<file path="src/rtl/bus_arbiter4.sv">
// bus_arbiter4: four-source round-robin bus arbiter with a per-grant burst limit.
// The owner keeps the bus until it drops req or completes MAX_BURST beats.
module bus_arbiter4 #(
    parameter int unsigned MAX_BURST = 8
) (
    input  logic       clk,
    input  logic       rst,
    input  logic [3:0] req,
    input  logic       ready,
    output logic [3:0] gnt,
    output logic [1:0] sel,
    output logic       valid,
    output logic [7:0] beat_cnt
);
    localparam logic [0:0] IDLE = 1'b0;
    localparam logic [0:0] OWN  = 1'b1;
    localparam logic [7:0] LAST = 8'(MAX_BURST - 1);

    logic [0:0] state_q, state_d;
    logic [3:0] gnt_q, gnt_d;
    logic [1:0] sel_q, sel_d;
    logic [1:0] ptr_q, ptr_d;
    logic [7:0] cnt_q, cnt_d;
    logic [1:0] arb_ptr, off, win;
    logic [3:0] rot;
    logic       owned, beat, rel, arb, found;

    always_comb begin
        owned   = state_q == OWN;
        valid   = owned && req[sel_q];
        beat    = valid && ready;
        rel     = owned && (!req[sel_q] || (beat && cnt_q == LAST));
        // On release the search starts just past the old owner, in the same cycle.
        arb_ptr = rel ? sel_q + 2'd1 : ptr_q;
        rot     = {req[arb_ptr + 2'd3], req[arb_ptr + 2'd2], req[arb_ptr + 2'd1], req[arb_ptr]};
        found   = |rot;
        off     = rot[0] ? 2'd0 : rot[1] ? 2'd1 : rot[2] ? 2'd2 : 2'd3;
        win     = arb_ptr + off;
        arb     = !owned || rel;
        ptr_d   = arb_ptr;
        state_d = arb ? (found ? OWN : IDLE) : state_q;
        gnt_d   = arb ? (found ? 4'b0001 << win : 4'b0000) : gnt_q;
        sel_d   = arb && found ? win : sel_q;
        cnt_d   = arb ? 8'd0 : cnt_q + {7'd0, beat};
    end

    always_ff @(posedge clk) begin
        if (rst) begin
            state_q <= IDLE;
            gnt_q   <= 4'b0000;
            sel_q   <= 2'd0;
            ptr_q   <= 2'd0;
            cnt_q   <= 8'd0;
        end else begin
            state_q <= state_d;
            gnt_q   <= gnt_d;
            sel_q   <= sel_d;
            ptr_q   <= ptr_d;
            cnt_q   <= cnt_d;
        end
    end

    assign gnt      = gnt_q;
    assign sel      = sel_q;
    assign beat_cnt = cnt_q;
endmodule

</file>
<file path="config.mk">
export PLATFORM = sky130hd
export DESIGN_NAME = bus_arbiter4
export DESIGN_NICKNAME = d
export VERILOG_FILES = /design/src/rtl/bus_arbiter4.sv
export SDC_FILE = /design/constraint.sdc
export NUM_CORES = 1
export LEC_CHECK = 0
export ABC_AREA = 1
export CAP_MARGIN = 20
export CORE_MARGIN = 3
export CORE_UTILIZATION = 30
export DETAILED_ROUTE_END_ITERATION = 8
export PLACE_DENSITY = 0.5
export SLEW_MARGIN = 20
export SYNTH_ARGS = -nofsm -noshare
export SYNTH_HDL_FRONTEND = slang
export SYNTH_SLANG_ARGS = --single-unit
export TNS_END_PERCENT = 30
</file>
<file path="constraint.sdc">
create_clock -name clk -period 5.9 [get_ports clk]
set_input_delay 0.885 -clock clk [delete_from_list [all_inputs] [get_ports clk]]
set_output_delay 0.885 -clock clk [all_outputs]
set_load 0.02 [all_outputs]
</file>
-- After elaboration in Yosys (flattened, before gate mapping)
Index checks and enable logic that the tools add are counted.
- register bits after elaboration: 17
- input bits: 7
- output and inout port bits: 15
- logic and storage cells: 45
- add/subtract/negate cells: 6
- magnitude comparators: 5
- equal/unequal tests: 1
- shifts and indexed selects: 1
- muxes and demuxes: 16
- reduce and logical (&&, ||, !) cells: 11
- operators with widths (kind ; number):
    $lt A2 B3 Y1 const B ; 5
    $bmux W1 S2 ; 5
    $add A8 B1 Y8 ; 1
    $eq A8 B3 Y1 const B ; 1
    $mux W1 ; 7
    $mux W2 ; 3
    $logic_and A1 B1 Y1 ; 5
    $add A2 B1 Y2 const B ; 2
    $add A2 B2 Y2 const B ; 2
    $mux W4 ; 1
    $reduce_or A4 Y1 ; 1
    $shl A1 B2 Y4 const A ; 1
    $add A2 B2 Y2 ; 1
    $logic_not A1 Y1 ; 2
    $logic_or A1 B1 Y1 ; 2
    $reduce_or A2 Y1 ; 1

-- Longest topological paths before layout
Gate-level depths: netlist of the first run.
- word-level depth: 17
- gate-level depth with buffers: 20
- depth with buffers taken out: 20

-- Least setup slack after synthesis of the first run
No wires, ideal clock.
- path kind: in2reg
- from: input req[3]
- to: register gnt_q[0], in the netlist gnt[0]
- library setup time: 0.058 ns
- data arrival time: 2.796 ns
- required time: 5.842 ns
- setup slack: 3.045 ns
- cell stages on the path: 19
- path buffers: 0
- cells stage by stage: inv_1 -> nand2_1 -> nand3_1 -> nand2_2 -> nand4_2 -> nand2_2 -> nand2_2 -> nand2_2 -> nand2_4 -> nand2_2 -> nand2_1 -> nand2_2 -> nand2_1 -> o21a_1 -> ha_1 -> or2_2 -> nor2_1 -> nand3_1 -> nand2_1
- longest elaborated chain between the ends: 17
- elaborated cells between the ends (all ways): 28
- ends and longest elaborated chain (element ; line ; source):
    start, declared ; 8 ; input logic [3:0] req,
    $bmux W1 S2 (*) ; 30, 32 ;
    $mux W1 (implied by the code) (*) ; 30, 32 ;
    $logic_and A1 B1 Y1 ; 30 ; valid = owned && req[sel_q];
    $logic_and A1 B1 Y1 ; 31 ; beat = valid && ready;
    $logic_and A1 B1 Y1 ; 32 ; rel = owned && (!req[sel_q] || (beat && cnt_q == LAST));
    $logic_or A1 B1 Y1 (*) ; 32 ;
    $logic_and A1 B1 Y1 (*) ; 32 ;
    $mux W2 (*) ; 34 ; arb_ptr = rel ? sel_q + 2'd1 : ptr_q;
    via arb_ptr[0] ; 24 ; logic [1:0] arb_ptr, off, win;
    (+1 left out) ; n/a ;
    $bmux W1 S2 ; 35 ; rot = {req[arb_ptr + 2'd3], req[arb_ptr + 2'd2], req[arb_ptr + 2'd1], req[arb_ptr]};
    $mux W1 (implied by the code) ; 35 ;
    $mux W1 ; 37 ; off = rot[0] ? 2'd0 : rot[1] ? 2'd1 : rot[2] ? 2'd2 : 2'd3;
    $mux W2 (2 in a row) ; 37 ;
    $add A2 B2 Y2 (*) ; 38 ; win = arb_ptr + off;
    via win[0] ; 24 ;
    $shl A1 B2 Y4 (*) ; 42 ; gnt_d = arb ? (found ? 4'b0001 << win : 4'b0000) : gnt_q;
    $mux W4 (*) ; 42 ;
    end signal, assigned ; 56 ; gnt_q <= gnt_d;
    end, declared ; 20 ; logic [3:0] gnt_q, gnt_d;
The timed path passes the listed nets; every way through them passes the cells marked *. The select of a mux whose other input is x is not followed.
A chain may end at the register's enable or synchronous reset.

-- Worst setup path after layout of the first run
- from: input req[3]
- to: output valid
- longest elaborated chain between the ends: 3
- ends and longest elaborated chain (element ; line ; source):
    $bmux W1 S2 ; 30 ;
    $mux W1 (implied by the code) ; 30 ;
    $logic_and A1 B1 Y1 ; 30 ;
    end, declared ; 12 ; output logic valid,
No other way between the ends. The select of a mux whose other input is x is not followed.

==> metrics list, run 1 <==
* Sequential Area: 340 um^2
- After layout, the worst path uses 56.7% of the clock period.
- Areal power density over the cells: 424 mW/mm^2
* Setup Viol. Count Final: 0
- Synthesis-stage register bit count: 17
- Proportion of synthesized chip area in sequential cells: 30.9%
- Total Wirelength: 2.37 mm
- The first global-routing pass estimated 3.90 mm of wire.
* Outcome: complete, no violations
- Master cell of the clock root buffer: clkbuf_8
* Unrepaired setup endpoints after global routing: no
- Final hold slack: 0.456 ns
* Synthesized netlist cell count: 166
* Combinational family with the most area after synthesis: simple AND/OR/NAND/NOR gates
- Detailed placement ended at an HPWL of 1.93 mm.
- For this run, design rule violations remaining after detail routing come to 0.
- Max-slew violations: 0
- The area growth from synthesis to layout is 28.7%.
* X dimension of the die: 66.6 um
- Vertical extent of the die: 66.6 um
- Max_cap viols: 0
- During synthesis, Yosys emitted a total of 0 warnings.
* Worst slew margin relative to its limit: 77.8%
- After synthesis the cells add up to 0.00110 mm^2.
* Initial standard-cell utilization of the core: 32.0%
- The number of setup buffers added after CTS is 0.
* Die area: 0.00444 mm^2
* Post-layout total power: 0.000602 W
- VDD sags by at most 0.213 mV.
* Final clock skew: 0.00751 ns
- The floorplan has 21 rows.
- Commonest cells after routing, fill and taps aside: 46 x nand2_1, 23 x inv_1, 21 x clkdlybuf4s50_1
- Number of resized instances in the post-cts repair step: 0
* Top-Level Pins: 22
- Standby leakage power: 0.671 nW
- The synthesized netlist devotes 2.04% of its cell area to compound gates.
- TritonCTS built the clock tree.
- Sink Count: 17
- # port buffers: 21
* Total track usage: 11.6%
* Post-layout minimum cycle time: 3.35 ns
* Placeable Area: 0.00344 mm^2
- The netlist uses 20 different library cells.
- # nets final: 202
- Remaining antenna violation count after routing: 0
- Once layout is complete, the utilization of the core stands at 41.2%.
* Pin count of the biggest net entering global routing: 12
* CTS max path bufs: 2
* Gpl congestion: 0.867
- Antenna diodes: 0
- Synth Area in Simple Gates: 52.8%
* Initial antenna violation count: 0
* Inserted Clock Buffers: 3
- For this run, the top clock speed supported by timing is 299 MHz.
- Dividing the detail-routed wire length by the instance count gives 9.99 um.
- Layout cell share with drive strength beyond 1: 18.3%
* Via density per instance: 4.34
* Number of H-tree levels: 1
* Critical path fanouts, max: 3
* Xor and xnor area share after synthesis: 2.38%
- Buffers inserted to repair hold after CTS numbered 0.
- Averaged over all synthesized cells, the footprint is 6.64 um^2.
- Latest clock arrival within the worst-skew pair: 0.25 ns
- FILL cells: 366
- Critical path launch point type: input pin
* Post-synthesis adder-cell area fraction: 3.41%
- Share of cell area taken by muxes after synthesis: 0%
* Tightest Pin Transition: 0.331 ns
- Iteration count of the initial detailed-routing pass: 4
* Number of DRC violations after detailed-routing iteration 0: 30
* Endpoint arrival time on the critical path: 2.46 ns
- After clock tree synthesis, the clock-pin slew on the worst setup and hold paths is 0.07 ns.
* Critical path type: input pin to primary output
* Most common cell after layout, fill and taps aside: nand2_1
* Total number of vias: 1,029
- Endpoint kind of the worst setup timing path: primary output
* Hold WC Path Type: register to register
- Final setup TNS: 0 ns
- Multi-input combinational cell area: 668 um^2
* Vias in the first global route: 909
- For this run the aggregate overflow at the end of global routing stands at 0.
- The number of hold violations in the final report is 0.
- Critical path required time: 5.02 ns
- The number of nets handed over by synthesis was 176.
## synthesized netlist by cell type, drive strengths merged
| cell | n | area [um^2] |
|---|---|---|
| nand3b | 1 | 20.0 |
| o21ai | 1 | 5.00 |
| o21a | 1 | 7.51 |
| nor3 | 2 | 10.0 |
| inv | 25 | 93.8 |
| ha | 3 | 37.5 |
| nor2 | 20 | 75.1 |
| nand4 | 1 | 12.5 |
| nor3b | 1 | 7.51 |
| nand3 | 20 | 125 |
| dfxtp | 17 | 340 |
| and2 | 1 | 6.26 |
| or2 | 2 | 12.5 |
| nand2 | 66 | 313 |
| xor2 | 3 | 26.3 |
| a21oi | 2 | 10.0 |
## cell families after synthesis
logic type	Yosys count
simple gates	114
buf+inv	25
flops	17
compound gates	4
xor+xnor	3
fa+ha+maj	3
## worst max-delay path, stage by stage
cell             delay (ns)
clkdlybuf4s50_1        0.52
inv_1                  0.05
nand2_1                0.05
nand3_1                0.09
nand2_2                0.10
nand2_1                0.07
inv_1                  0.09
clkdlybuf4s50_1        0.61
## routing by layer
metal | routed length (um) | up-vias | track usage, %
met2 | 1100 | 14 | 18.6
met3 | 85 | 2 | 4.05
met1 | 1170 | 450 | 14.9
met4 | 13 | 0 | 2.28
li1 | - | 563 | -
met5 | 0 | - | 0
## final timing paths
| check | startpoint | end | slack [ns] | cells after the start |
|---|---|---|---|---|
| worst max-delay path | req[3] | valid | 2.55 | 8 |
| worst min-delay path | gnt[2] | gnt[2] | 0.46 | 2 |
| worst max register to register | sel[0] | gnt[0] | 3.22 | 19 |
| worst min register to register | gnt[2] | gnt[2] | 0.46 | 2 |
## final cells by class
type	instances	share of cell area, %
Multi-Input combinational cell	124	47.1
Clock inverter	1	0.529
Timing Repair Buffer	21	14.8
Sequential cell	17	24.0
Tap cell	46	4.06
Inverter	25	6.61
Clock buffer	3	2.91
## state kept, by name (all words and copies together) (netlist names)
signal and flops:
ptr_q 2, gnt 4, owned 1, beat_cnt 8
sel 2
## through the flow
| stage | instances | cell area (um^2) | worst slack, ns |
|---|---|---|---|
| after floorplan | 166 | 1100 | 3.05 |
| after global placement | 233 | 1370 | 2.31 |
| after detailed placement | 233 | 1370 | 2.28 |
| after CTS | 237 | 1420 | 2.53 |
| after global routing | 237 | 1420 | 2.28 |
| final | 237 | 1420 | 2.55 |
## where the power goes
part	leakage [nW]	internal (W)	switching [W]
sequential	0.139	0.000134	0.0000170
combinational	0.511	0.000135	0.000228
clock	0.0217	0.0000475	0.0000408
Note: power is estimated with default switching activity, not from simulation.
==> run 2, diff against run 1 <==
clock period = 3.1 ns   (was 5.9 ns; I/O delays follow)
==> metrics list, run 2 (synthesis results as in run 1) <==
* Via density per instance: 4.31 (-0.73%)
- Layout cell share with drive strength beyond 1: 21.6% (+3.3 points)
* Cell area after layout: 0.00148 mm^2 (+4.1%)
- CTS tree: done
- The chip width was 66.6 um (unchanged).
- Pre-CTS setup slack: -0.00458 ns (-2.29 ns)
* Overflow left after global routing: 0 (unchanged)
- # nets final: 210 (+4.0%)
- Placeable Area: 0.00344 mm^2 (unchanged)
- Worst-path cell chain: clkdlybuf4s50_1 -> inv_1 -> nand2_1 -> nand3_2 -> nand2_2 -> nand4_2 -> nand2_2 -> nand2_2 -> nand2_1 -> nand2_1 -> nand2_1 -> nand2_2 -> nand2_4 -> nand2_1 -> o21a_1 -> ha_1 -> or2_2 -> nor2_1 -> nand3_1 -> nand2_1
- The largest stage delay on the critical path was 0.48 ns (-0.13 ns).
- Number of H-tree levels: 1 (unchanged)
* Number of DRC violations after detailed-routing iteration 0: 47 (+57%)
- HPWL reported at the end of detailed placement: 2.00 mm (+3.4%)
- Global-route wire length before repair: 4.37 mm (+12%)
- The met3 global-route usage was 3.71% (-0.34 points).
- Critical path fanouts, max: 5 (+2)
* Clock-pin slew on the worst setup and hold paths: 0.07 ns (about the same)
* Post-layout minimum cycle time: 2.83 ns
- Master cell of the clock root buffer: clkbuf_8
- Area grow syn2layout: 33.9%
- The CTS buffer count came to 3 (unchanged).
- The maximum vdd ir drop was 0.332 mV (+56%).
* GRT Max-Usage Layer: met2
* Critical path required time: 3.30 ns (-1.72 ns)
- The number of nets with antenna violations after detailed routing is 0 (unchanged).
- Total Wirelength: 2.46 mm (+3.8%)
* Final clock skew: 0.00414 ns (-0.00337 ns)
* Sink Count: 17 (unchanged)
- FILL cells: 397 (+8.5%)
- The leakage power of the design is 0.713 nW (+6.1%).
- Max_cap viols: 0 (unchanged)
- Initial standard-cell utilization of the core: 32.0% (unchanged)
- Leaving out fill and tap cells, the most frequent cells in the layout are 46 x nand2_1, 23 x inv_1, 21 x clkdlybuf4s50_1.
* Placed cell area: 0.00143 mm^2 (+4.4%)
- The worst setup path is launched from an input pin.
- The flip-flop count of the largest register after layout was 8 (unchanged).
- Worst slew margin relative to its limit: 78.6% (+0.73 points)
- Among all stages on the critical path, the largest delay is contributed by clkdlybuf4s50_1.
* CTS max path bufs: 2 (unchanged)
* Number of resized instances in the post-cts repair step: 0 (unchanged)
* Vertical extent of the die: 66.6 um (unchanged)
* Met1 Track Usage GR: 16.3% (+1.3 points)
- The worst setup path is captured at a register.
- The via count is 1,056 (+2.6%).
* Iteration count of the initial detailed-routing pass: 4 (unchanged)
- The post-CTS setup buffer count is 0 (unchanged).
- The min-delay analysis places its worst path in the category register to register.
- Die area: 0.00444 mm^2 (unchanged)
* Antenna diodes: 0 (unchanged)
- Wire length per cell after detailed routing: 10.0 um (+0.41%)
* Most frequent cell on the critical path: nand2_1
- The number of core rows came to 21 (unchanged).
- After layout, the worst path uses 91.1% of the clock period.
* Areal power density over the cells: 804 mW/mm^2 (+90%)
* Top-Level Pins: 22 (unchanged)
* Most common cell after layout, fill and taps aside: nand2_1
- The worst-margin pin slew came to 0.321 ns (-0.0102 ns).
- Setup repair after global routing left no endpoint under its margin.
* Latest clock arrival within the worst-skew pair: 0.25 ns (about the same)
* Gpl congestion: 0.817 (-5.7%)
- The worst setup path is of the input pin to register kind.
- The number of buffer cells added on primary ports came to 21 (unchanged).
* Vias in the first global route: 1,049 (+15%)
- Max-slew violations: 0 (unchanged)
* Peak clock frequency supported by timing: 354 MHz
- The detailed-route DRC error count was 0 (unchanged).
- The endpoint arrival time on the critical path is 3.02 ns (+0.56 ns).
- The overall routing resource usage is 12.8% (+1.2 points).
- Least setup slack across all paths after layout: 0.275 ns (-2.28 ns)
- The number of hold violations in the final report came to 0 (unchanged).
- The number of antenna violations at the first check in global routing is 0 (unchanged).
- The number of buffers inserted for hold repair after clock tree synthesis is 0 (unchanged).
* Outcome: complete, no violations
- The worst hold-check slack is 0.458 ns (+0.00173 ns).
* GRT met2 Usage: 20.8% (+2.2 points)
- Setup Viol. Count Final: 0 (unchanged)
- The maximum number of pins on one net before global-route repair is 11 (-1).
==> run 2: area by class of cell <==
class | instances | area [um^2] | share of cell area [%]
timing repair buffer | 29 | 270 | 18.3
inverter | 25 | 93.8 | 6.36
sequential | 17 | 340 | 23.1
clock buffer | 3 | 41.3 | 2.80
multi-input combinational | 124 | 668 | 45.3
clock inverter | 1 | 5.00 | 0.339
tap | 46 | 57.6 | 3.90
==> run 2: metal layers <==
layer | vias to the layer above | share of wire [%]
li1 | 572 | -
met5 | - | 0
met1 | 463 | 50
met3 | 2 | 3.7
met4 | 0 | 0.65
met2 | 19 | 46
==> run 2: where the power goes <==
group          internal (W)  switching, W
registers          0.000255     0.0000339
logic              0.000293      0.000443
clock network     0.0000891     0.0000741
==> run 2: per-stage QoR <==
step                      TNS [ns]  cells  total power (W)  utilization (%)
after floorplan                  0    166         0.000825                -
after global placement           0    241          0.00103             41.5
after detailed placement  -0.00458    241          0.00103             41.5
after CTS                        0    245          0.00120             42.9
after global routing             0    245          0.00130             42.9
final                            0    245          0.00119             42.9
==> run 2: path summary, 6_finish.rpt <==
kind                            depth (start not counted)    from     end  slack, ns
worst max-delay path                                   20  req[1]  gnt[0]       0.27
worst min-delay path                                    2  gnt[0]  gnt[0]       0.46
worst min register to register                          2  gnt[0]  gnt[0]       0.46
worst max register to register                         19  sel[0]  gnt[0]       0.43
==> run 2: worst max-delay path: cells and delay by family <==
family / cells / cell delay (ns)
compound gates: 1 / 0.16
fa+ha+maj: 1 / 0.27
buf+inv: 2 / 0.53
simple gates: 16 / 1.58
